### src/rtl/rom_seq_pkg.sv
// Shared definitions for the ROM read sequencer: FSM state encoding and
// default geometry of the external ROM and the burst-length field.
package rom_seq_pkg;

  typedef enum logic {
    S_IDLE  = 1'b0,
    S_BURST = 1'b1
  } state_e;

  localparam int DEF_ADDR_W = 2;
  localparam int DEF_DATA_W = 4;
  localparam int DEF_LEN_W  = 2;

endpackage

### src/rtl/rom_read_sequencer_if.sv
// Bundles the requester handshake, the ROM port and the response stream.
// The sequencer uses the slave modport; requesters, ROM and consumers use master.
interface rom_read_sequencer_if
  import rom_seq_pkg::*;
#(
  parameter int ADDR_W = DEF_ADDR_W,
  parameter int DATA_W = DEF_DATA_W,
  parameter int LEN_W  = DEF_LEN_W
);

  logic [1:0]        req_valid;
  logic [ADDR_W-1:0] req_addr0;
  logic [ADDR_W-1:0] req_addr1;
  logic [LEN_W-1:0]  req_len0;
  logic [LEN_W-1:0]  req_len1;
  logic [1:0]        req_ready;
  logic              rom_en;
  logic [ADDR_W-1:0] rom_addr;
  logic [DATA_W-1:0] rom_data;
  logic              rsp_valid;
  logic              rsp_id;
  logic              rsp_last;
  logic [DATA_W-1:0] rsp_data;

  modport slave (
    input  req_valid, req_addr0, req_addr1, req_len0, req_len1, rom_data,
    output req_ready, rom_en, rom_addr, rsp_valid, rsp_id, rsp_last, rsp_data
  );

  modport master (
    output req_valid, req_addr0, req_addr1, req_len0, req_len1, rom_data,
    input  req_ready, rom_en, rom_addr, rsp_valid, rsp_id, rsp_last, rsp_data
  );

endinterface

### src/rtl/rom_read_sequencer_rr_arb2.sv
// Two-way round-robin grant. Purely combinational; the parent owns the
// last_grant register and updates it only when a grant is actually taken.
module rr_arb2 (
  input  logic [1:0] req,
  input  logic       last_grant,
  input  logic       en,
  output logic [1:0] gnt
);

  // On a tie the requester that did not win last time goes first.
  always_comb begin
    gnt = 2'b00;
    if (en) begin
      if (req == 2'b11) begin
        gnt = last_grant ? 2'b01 : 2'b10;
      end else begin
        gnt = req;
      end
    end
  end

endmodule

### src/rtl/rom_read_sequencer.sv
// Arbitrates two requesters onto a single-port synchronous ROM, issues one
// wrapping address per cycle and returns tagged beats one cycle later.
module rom_read_sequencer
  import rom_seq_pkg::*;
#(
  parameter int ADDR_W = DEF_ADDR_W,
  parameter int DATA_W = DEF_DATA_W,
  parameter int LEN_W  = DEF_LEN_W
) (
  input logic                  clk,
  input logic                  rst,
  rom_read_sequencer_if.slave  bus
);

  state_e            state_q, state_d;
  logic              last_grant_q, last_grant_d;
  logic              owner_q, owner_d;
  logic [ADDR_W-1:0] cur_addr_q, cur_addr_d;
  logic [LEN_W-1:0]  remain_q, remain_d;
  logic              rsp_valid_q, rsp_valid_d;
  logic              rsp_id_q, rsp_id_d;
  logic              rsp_last_q, rsp_last_d;

  logic [1:0]        gnt;
  logic              arb_en;
  logic              sel;
  logic [ADDR_W-1:0] sel_addr;
  logic [LEN_W-1:0]  sel_len;
  logic              issue;
  logic              issue_id;
  logic              issue_last;
  logic [ADDR_W-1:0] issue_addr;
  logic [DATA_W-1:0] rom_word;

  // Arbitration is only meaningful in IDLE; holding it off during reset
  // keeps req_ready and rom_en low while rst is high.
  assign arb_en = (state_q == S_IDLE) && !rst;

  rr_arb2 u_arb (
    .req        (bus.req_valid),
    .last_grant (last_grant_q),
    .en         (arb_en),
    .gnt        (gnt)
  );

  assign sel      = gnt[1];
  assign sel_addr = sel ? bus.req_addr1 : bus.req_addr0;
  assign sel_len  = sel ? bus.req_len1  : bus.req_len0;

  always_comb begin
    state_d      = state_q;
    last_grant_d = last_grant_q;
    owner_d      = owner_q;
    cur_addr_d   = cur_addr_q;
    remain_d     = remain_q;
    issue        = 1'b0;
    issue_id     = owner_q;
    issue_last   = 1'b0;
    issue_addr   = cur_addr_q;

    case (state_q)
      S_IDLE: begin
        if (gnt != 2'b00) begin
          issue        = 1'b1;
          issue_id     = sel;
          issue_addr   = sel_addr;
          issue_last   = (sel_len == '0);
          owner_d      = sel;
          cur_addr_d   = sel_addr + ADDR_W'(1);
          remain_d     = sel_len;
          last_grant_d = sel;
          if (sel_len != '0) begin
            state_d = S_BURST;
          end
        end
      end
      S_BURST: begin
        if (!rst) begin
          issue      = 1'b1;
          issue_last = (remain_q == LEN_W'(1));
          cur_addr_d = cur_addr_q + ADDR_W'(1);
          remain_d   = remain_q - LEN_W'(1);
          if (remain_q == LEN_W'(1)) begin
            state_d = S_IDLE;
          end
        end
      end
      default: begin
        state_d = S_IDLE;
      end
    endcase

    rsp_valid_d = issue;
    rsp_id_d    = issue_id;
    rsp_last_d  = issue_last;
  end

  always_ff @(posedge clk) begin
    if (rst) begin
      state_q      <= S_IDLE;
      last_grant_q <= 1'b1;
      owner_q      <= 1'b0;
      cur_addr_q   <= '0;
      remain_q     <= '0;
      rsp_valid_q  <= 1'b0;
      rsp_id_q     <= 1'b0;
      rsp_last_q   <= 1'b0;
    end else begin
      state_q      <= state_d;
      last_grant_q <= last_grant_d;
      owner_q      <= owner_d;
      cur_addr_q   <= cur_addr_d;
      remain_q     <= remain_d;
      rsp_valid_q  <= rsp_valid_d;
      rsp_id_q     <= rsp_id_d;
      rsp_last_q   <= rsp_last_d;
    end
  end

  assign rom_word      = bus.rom_data;
  assign bus.req_ready = gnt;
  assign bus.rom_en    = issue;
  assign bus.rom_addr  = issue_addr;
  assign bus.rsp_valid = rsp_valid_q;
  assign bus.rsp_id    = rsp_id_q;
  assign bus.rsp_last  = rsp_last_q;
  assign bus.rsp_data  = rom_word;

endmodule

### src/flat_wrapper.sv
// flat-port wrapper written by rule: the top's interface ports become plain ports
module rom_read_sequencer_flat import rom_seq_pkg::*;
#(
  parameter int ADDR_W = DEF_ADDR_W,
  parameter int DATA_W = DEF_DATA_W,
  parameter int LEN_W  = DEF_LEN_W
)
  (clk, rst, bus_req_valid, bus_req_addr0, bus_req_addr1, bus_req_len0, bus_req_len1, bus_rom_data, bus_req_ready, bus_rom_en, bus_rom_addr, bus_rsp_valid, bus_rsp_id, bus_rsp_last, bus_rsp_data);
  rom_read_sequencer_if #(.ADDR_W(ADDR_W), .DATA_W(DATA_W), .LEN_W(LEN_W)) bus_i ();
  input logic clk;
  input logic rst;
  input wire logic [$bits(bus_i.req_valid)-1:0] bus_req_valid;
  input wire logic [$bits(bus_i.req_addr0)-1:0] bus_req_addr0;
  input wire logic [$bits(bus_i.req_addr1)-1:0] bus_req_addr1;
  input wire logic [$bits(bus_i.req_len0)-1:0] bus_req_len0;
  input wire logic [$bits(bus_i.req_len1)-1:0] bus_req_len1;
  input wire logic [$bits(bus_i.rom_data)-1:0] bus_rom_data;
  output wire logic [$bits(bus_i.req_ready)-1:0] bus_req_ready;
  output wire logic [$bits(bus_i.rom_en)-1:0] bus_rom_en;
  output wire logic [$bits(bus_i.rom_addr)-1:0] bus_rom_addr;
  output wire logic [$bits(bus_i.rsp_valid)-1:0] bus_rsp_valid;
  output wire logic [$bits(bus_i.rsp_id)-1:0] bus_rsp_id;
  output wire logic [$bits(bus_i.rsp_last)-1:0] bus_rsp_last;
  output wire logic [$bits(bus_i.rsp_data)-1:0] bus_rsp_data;
  assign bus_i.req_valid = bus_req_valid;
  assign bus_i.req_addr0 = bus_req_addr0;
  assign bus_i.req_addr1 = bus_req_addr1;
  assign bus_i.req_len0 = bus_req_len0;
  assign bus_i.req_len1 = bus_req_len1;
  assign bus_i.rom_data = bus_rom_data;
  assign bus_req_ready = bus_i.req_ready;
  assign bus_rom_en = bus_i.rom_en;
  assign bus_rom_addr = bus_i.rom_addr;
  assign bus_rsp_valid = bus_i.rsp_valid;
  assign bus_rsp_id = bus_i.rsp_id;
  assign bus_rsp_last = bus_i.rsp_last;
  assign bus_rsp_data = bus_i.rsp_data;
  rom_read_sequencer #(.ADDR_W(ADDR_W), .DATA_W(DATA_W), .LEN_W(LEN_W)) u_core (.clk(clk), .rst(rst), .bus(bus_i));
endmodule
### config.mk
export PLATFORM = sky130hd
export DESIGN_NAME = rom_read_sequencer_flat
export DESIGN_NICKNAME = d
export VERILOG_FILES = /design/src/rtl/rom_seq_pkg.sv /design/src/rtl/rom_read_sequencer_if.sv /design/src/rtl/rom_read_sequencer_rr_arb2.sv /design/src/rtl/rom_read_sequencer.sv /design/src/flat_wrapper.sv
export SDC_FILE = /design/constraint.sdc
export NUM_CORES = 1
export LEC_CHECK = 0
export ABC_AREA = 1
export ABC_CLOCK_PERIOD_IN_PS = 1400
export BUFFER_PORTS_ARGS = -buffer_cell sky130_fd_sc_hd__buf_4
export CAP_MARGIN = 10
export CORE_UTILIZATION = 44
export DETAILED_ROUTE_END_ITERATION = 10
export GPL_ROUTABILITY_DRIVEN = 0
export PLACE_DENSITY = 0.76
export SYNTH_ARGS = -nofsm -noshare
export SYNTH_HDL_FRONTEND = slang
export SYNTH_SLANG_ARGS = --single-unit
export TNS_END_PERCENT = 50
### constraint.sdc
create_clock -name clk -period 1.4 [get_ports clk]
set_input_delay 0.07 -clock clk [delete_from_list [all_inputs] [get_ports clk]]
set_output_delay 0.07 -clock clk [all_outputs]
set_load 0.01 [all_outputs]
==> run_results.csv <==
group,metric,value,unit
outcome,status,"complete, but fails checks",
outcome,violations,"negative setup slack",
global_route,grt.overflow.total,0,
timing,layout_worst_path_cycle_share,105,%
clock_network,cts.path.max_buffers,2,
clock_network,cts.sinks,9,
routing,vias_per_cell,4.66,
power,power.density,992,nW/µm²
final_layout,final_cell_count_no_fill,127,
placement,pre_cts_slack,-24.4,ps
floorplanning,die_w,39.4,µm
synth,synthAdderAreaFrac,2.03,%
setup_path,critPathMaxFanout,6,
setup_path,arrival,1400,ps
hold_path,hold_class,"input port to flop",
timing,fin_crit,1470,ps
power,seq_power_share,36.9,%
floorplanning,chipHeight,39.4,µm
routing,postRouteAntennaNets,0,
synth,synth.area.top_cells,"dfxtp_1, nand2_1, inv_1",
timing,setup_viol,4,
run,maxCapViolCount,0,
timing,hold_ws,42.8,ps
timing,fin_ws,-67.6,ps
final_layout,area_delta_synth_final,38.9,%
placement,dp_cells,116,
synth,synth_xor_area_share,0,%
clock_network,root_buffer,"clkbuf_4",
synth,ys_ff_latch,9,
timing,worst_slew_pin_slew,223,ps
synth,synth_fp_nets,103,
global_route,grt_pass1_vias,491,
clock_network,cts_tree,"built",
setup_path,r2r-start,"u_core.state_q",
routing,drtIter0Drc,14,
setup_path,crit_start,"u_core.state_q",
timing,max_freq,681,MHz
synth,synth-simple-area-share,36.3,%
synth,synth_top_area_share,29.2,%
global_route,grt_pass1_wl,2040,µm
power,switching_share,34.2,%
power,p_comb_share,38.4,%
routing,drt_wl_total,1440,µm
power,power,850,µW
setup_path,setup.worst_path.end,"bus_rom_addr[0]",
floorplanning,placementRows,13,
setup_path,end_kind,"primary output",
timing,hold_viol,0,
final_layout,drive_above_1_share,46.4,%
timing,rsz0062_at_grt,"true",
power,p_clk_share,24.8,%
setup_path,r2r_cells,8,
clock_network,clock_latency,260,ps
power,intPower,559,µW
setup_path,path_class,"flop to primary output",
synth,yosysWarnings,0,
timing,skew,0.937,ps
placement,port_buffers,19,
power,p_sw,291,µW
global_route,antenna_found_initial,0,
routing,dr.pass1.iters,3,
global_route,grt.total_usage,20.2,%
synth,synthDistinctLibCells,22,
routing,avgRoutedWirePerCell,11.3,µm
synth,synth_seq_area_share,29.2,%
clock_network,cts_made_buffers,3,
final_layout,fin_nets,130,
synth,synth.area.mux_share,0,%
final_layout,antennaDiodeCount,0,
synth,synth_area_per_cell,7.17,µm²
routing,drc,0,
power,leakage,0.464,nW
setup_path,setup.worst_path.start_class,"flop",
timing,slew_headroom,85.0,%
floorplanning,pin_count,28,
synth,netlist_area,617,µm²
clock_network,htreeDepth,1,
placement,dp.final_hpwl,962,µm
routing,vias,592,
floorplanning,die-area,1560,µm²
power,ir_drop,0.612,mV
setup_path,r2r-end,"u_core.state_q",
synth,synth_compound_area_share,14.2,%
setup_path,critPathRequiredTime,1330,ps
clock_network,cts.clk_slew.worst_paths,70,ps
setup_path,r2r_setup_slack,-60,ps
synth,synth_top_cell_by_area,"dfxtp_1",
synth,synth_top_family_by_area,"simple AND/OR/NAND/NOR gates",
floorplanning,coreArea,1300,µm²
synth,syn_inst,86,
global_route,grt_max_degree,9,
floorplanning,initial_core_util,47.4,%
timing,drv_slew,0,
placement,placed_cell_area,741,µm²
final_layout,finalInstanceArea,857,µm²
worst min path at each step:
| stage | startpoint | endpoint | slack, ps | depth (start not counted) |
|---|---|---|---|---|
| floorplan | bus_rom_data[0] | bus_rsp_data[0] | 230 | 1 |
| global placement | bus_rom_data[0] | bus_rsp_data[0] | 140 | 0 |
| detailed placement | bus_rom_data[0] | bus_rsp_data[0] | 140 | 0 |
| CTS | rst | u_core.remain_q[0] | 40 | 2 |
| global route | rst | u_core.remain_q[0] | 50 | 2 |
| finish | rst | u_core.cur_addr_q[1] | 40 | 2 |
through the flow:
step / util (%) / TNS [ps]
2_1_floorplan: - / 0
3_3_place_gp: 56.9 / 0
3_5_place_dp: 56.9 / -24.4
4_1_cts: 63.7 / -159
5_1_grt: 65.9 / -566
6_report: 65.9 / -208
cell type report:
cell class              count  area, µm²
clock buffers               4       26.3
flip-flops and latches      9        183
repair buffers             28        218
inverters                  16       63.8
well taps                  15       18.8
multi-input cells          55        348
fillers                   115        444
cell usage in the layout (no fill, tap or decap):
cell         n
nand3b_1     1
a31oi_1      2
clkinvlp_4   1
inv_1       13
nand2_4      3
clkbuf_1     1
inv_2        2
dfxtp_1      7
nor2_4       1
o21ai_2      1
a21oi_1      2
o211ai_1     4
buf_6        2
nor2_1       3
nand3_2      2
nand3_1      7
nand2_1     17
nand2_2      4
a21oi_4      1
or2_2        2
a21oi_2      1
buf_4       26
or2_1        1
o21ai_0      1
dfxtp_2      2
ha_1         1
clkbuf_4     3
nand3_4      1
per-layer routing:
metal	global-route usage [%]	part of all wire (%)
met1	24.5	47
met2	33.6	48
met3	3.41	3.8
met4	10.3	1.3
met5	0	0
sequential cells by signal (all words and copies together) (netlist names):
| name | cells |
|---|---|
| u_core.remain_q | 2 |
| u_core.cur_addr_q | 2 |
| u_core.last_grant_q | 1 |
| u_core.owner_q | 1 |
| u_core.bus.rsp_last | 1 |
| u_core.bus.rsp_valid | 1 |
| u_core.state_q | 1 |
logic make-up (layout without fill, tap and decap cells):
logic type,after synthesis,count (layout)
AND/OR/NAND/NOR,42,42
AO/OA/AOI/OAI,12,12
flip-flops,9,9
buffers and inverters,22,48
adder cells (fa/ha/maj),1,1
Yosys cell counts:
master	count
nand3b_1	1
buf_4	4
nand3_2	2
a21oi_1	3
a31oi_1	2
o211ai_1	4
or2_1	1
nor2_1	3
nor2_4	1
a21oi_4	1
o21ai_2	1
nand2_2	4
inv_2	1
nand3_1	8
nand2_1	18
buf_6	2
or2_2	2
o21ai_0	1
dfxtp_1	9
nand2_4	2
ha_1	1
inv_1	15
timing repair:
item,CTS,global route
resized for setup,8,3
hold buffers,0,0
pin swaps,2,7
hold endpoints to repair,0,0
setup endpoints to repair,4,7
setup buffers,4,3
worst max-delay path: stages, from the launching register on:
cell and delay [ps]:
dfxtp_2 340, nor2_4 190, nand2_4 110, buf_6 140, nand2_4 50, nand2_2 50
a21oi_2 120, buf_4 130
power by group through the flow:
stage	Combinational, mW	Clock [mW]	Sequential [mW]
2_1_floorplan	0.189	0	0.320
3_3_place_gp	0.275	0	0.316
3_5_place_dp	0.279	0	0.316
4_1_cts	0.308	0.220	0.313
5_1_grt	0.359	0.224	0.317
6_report	0.326	0.211	0.313
Power figures use the tool's default switching activity.
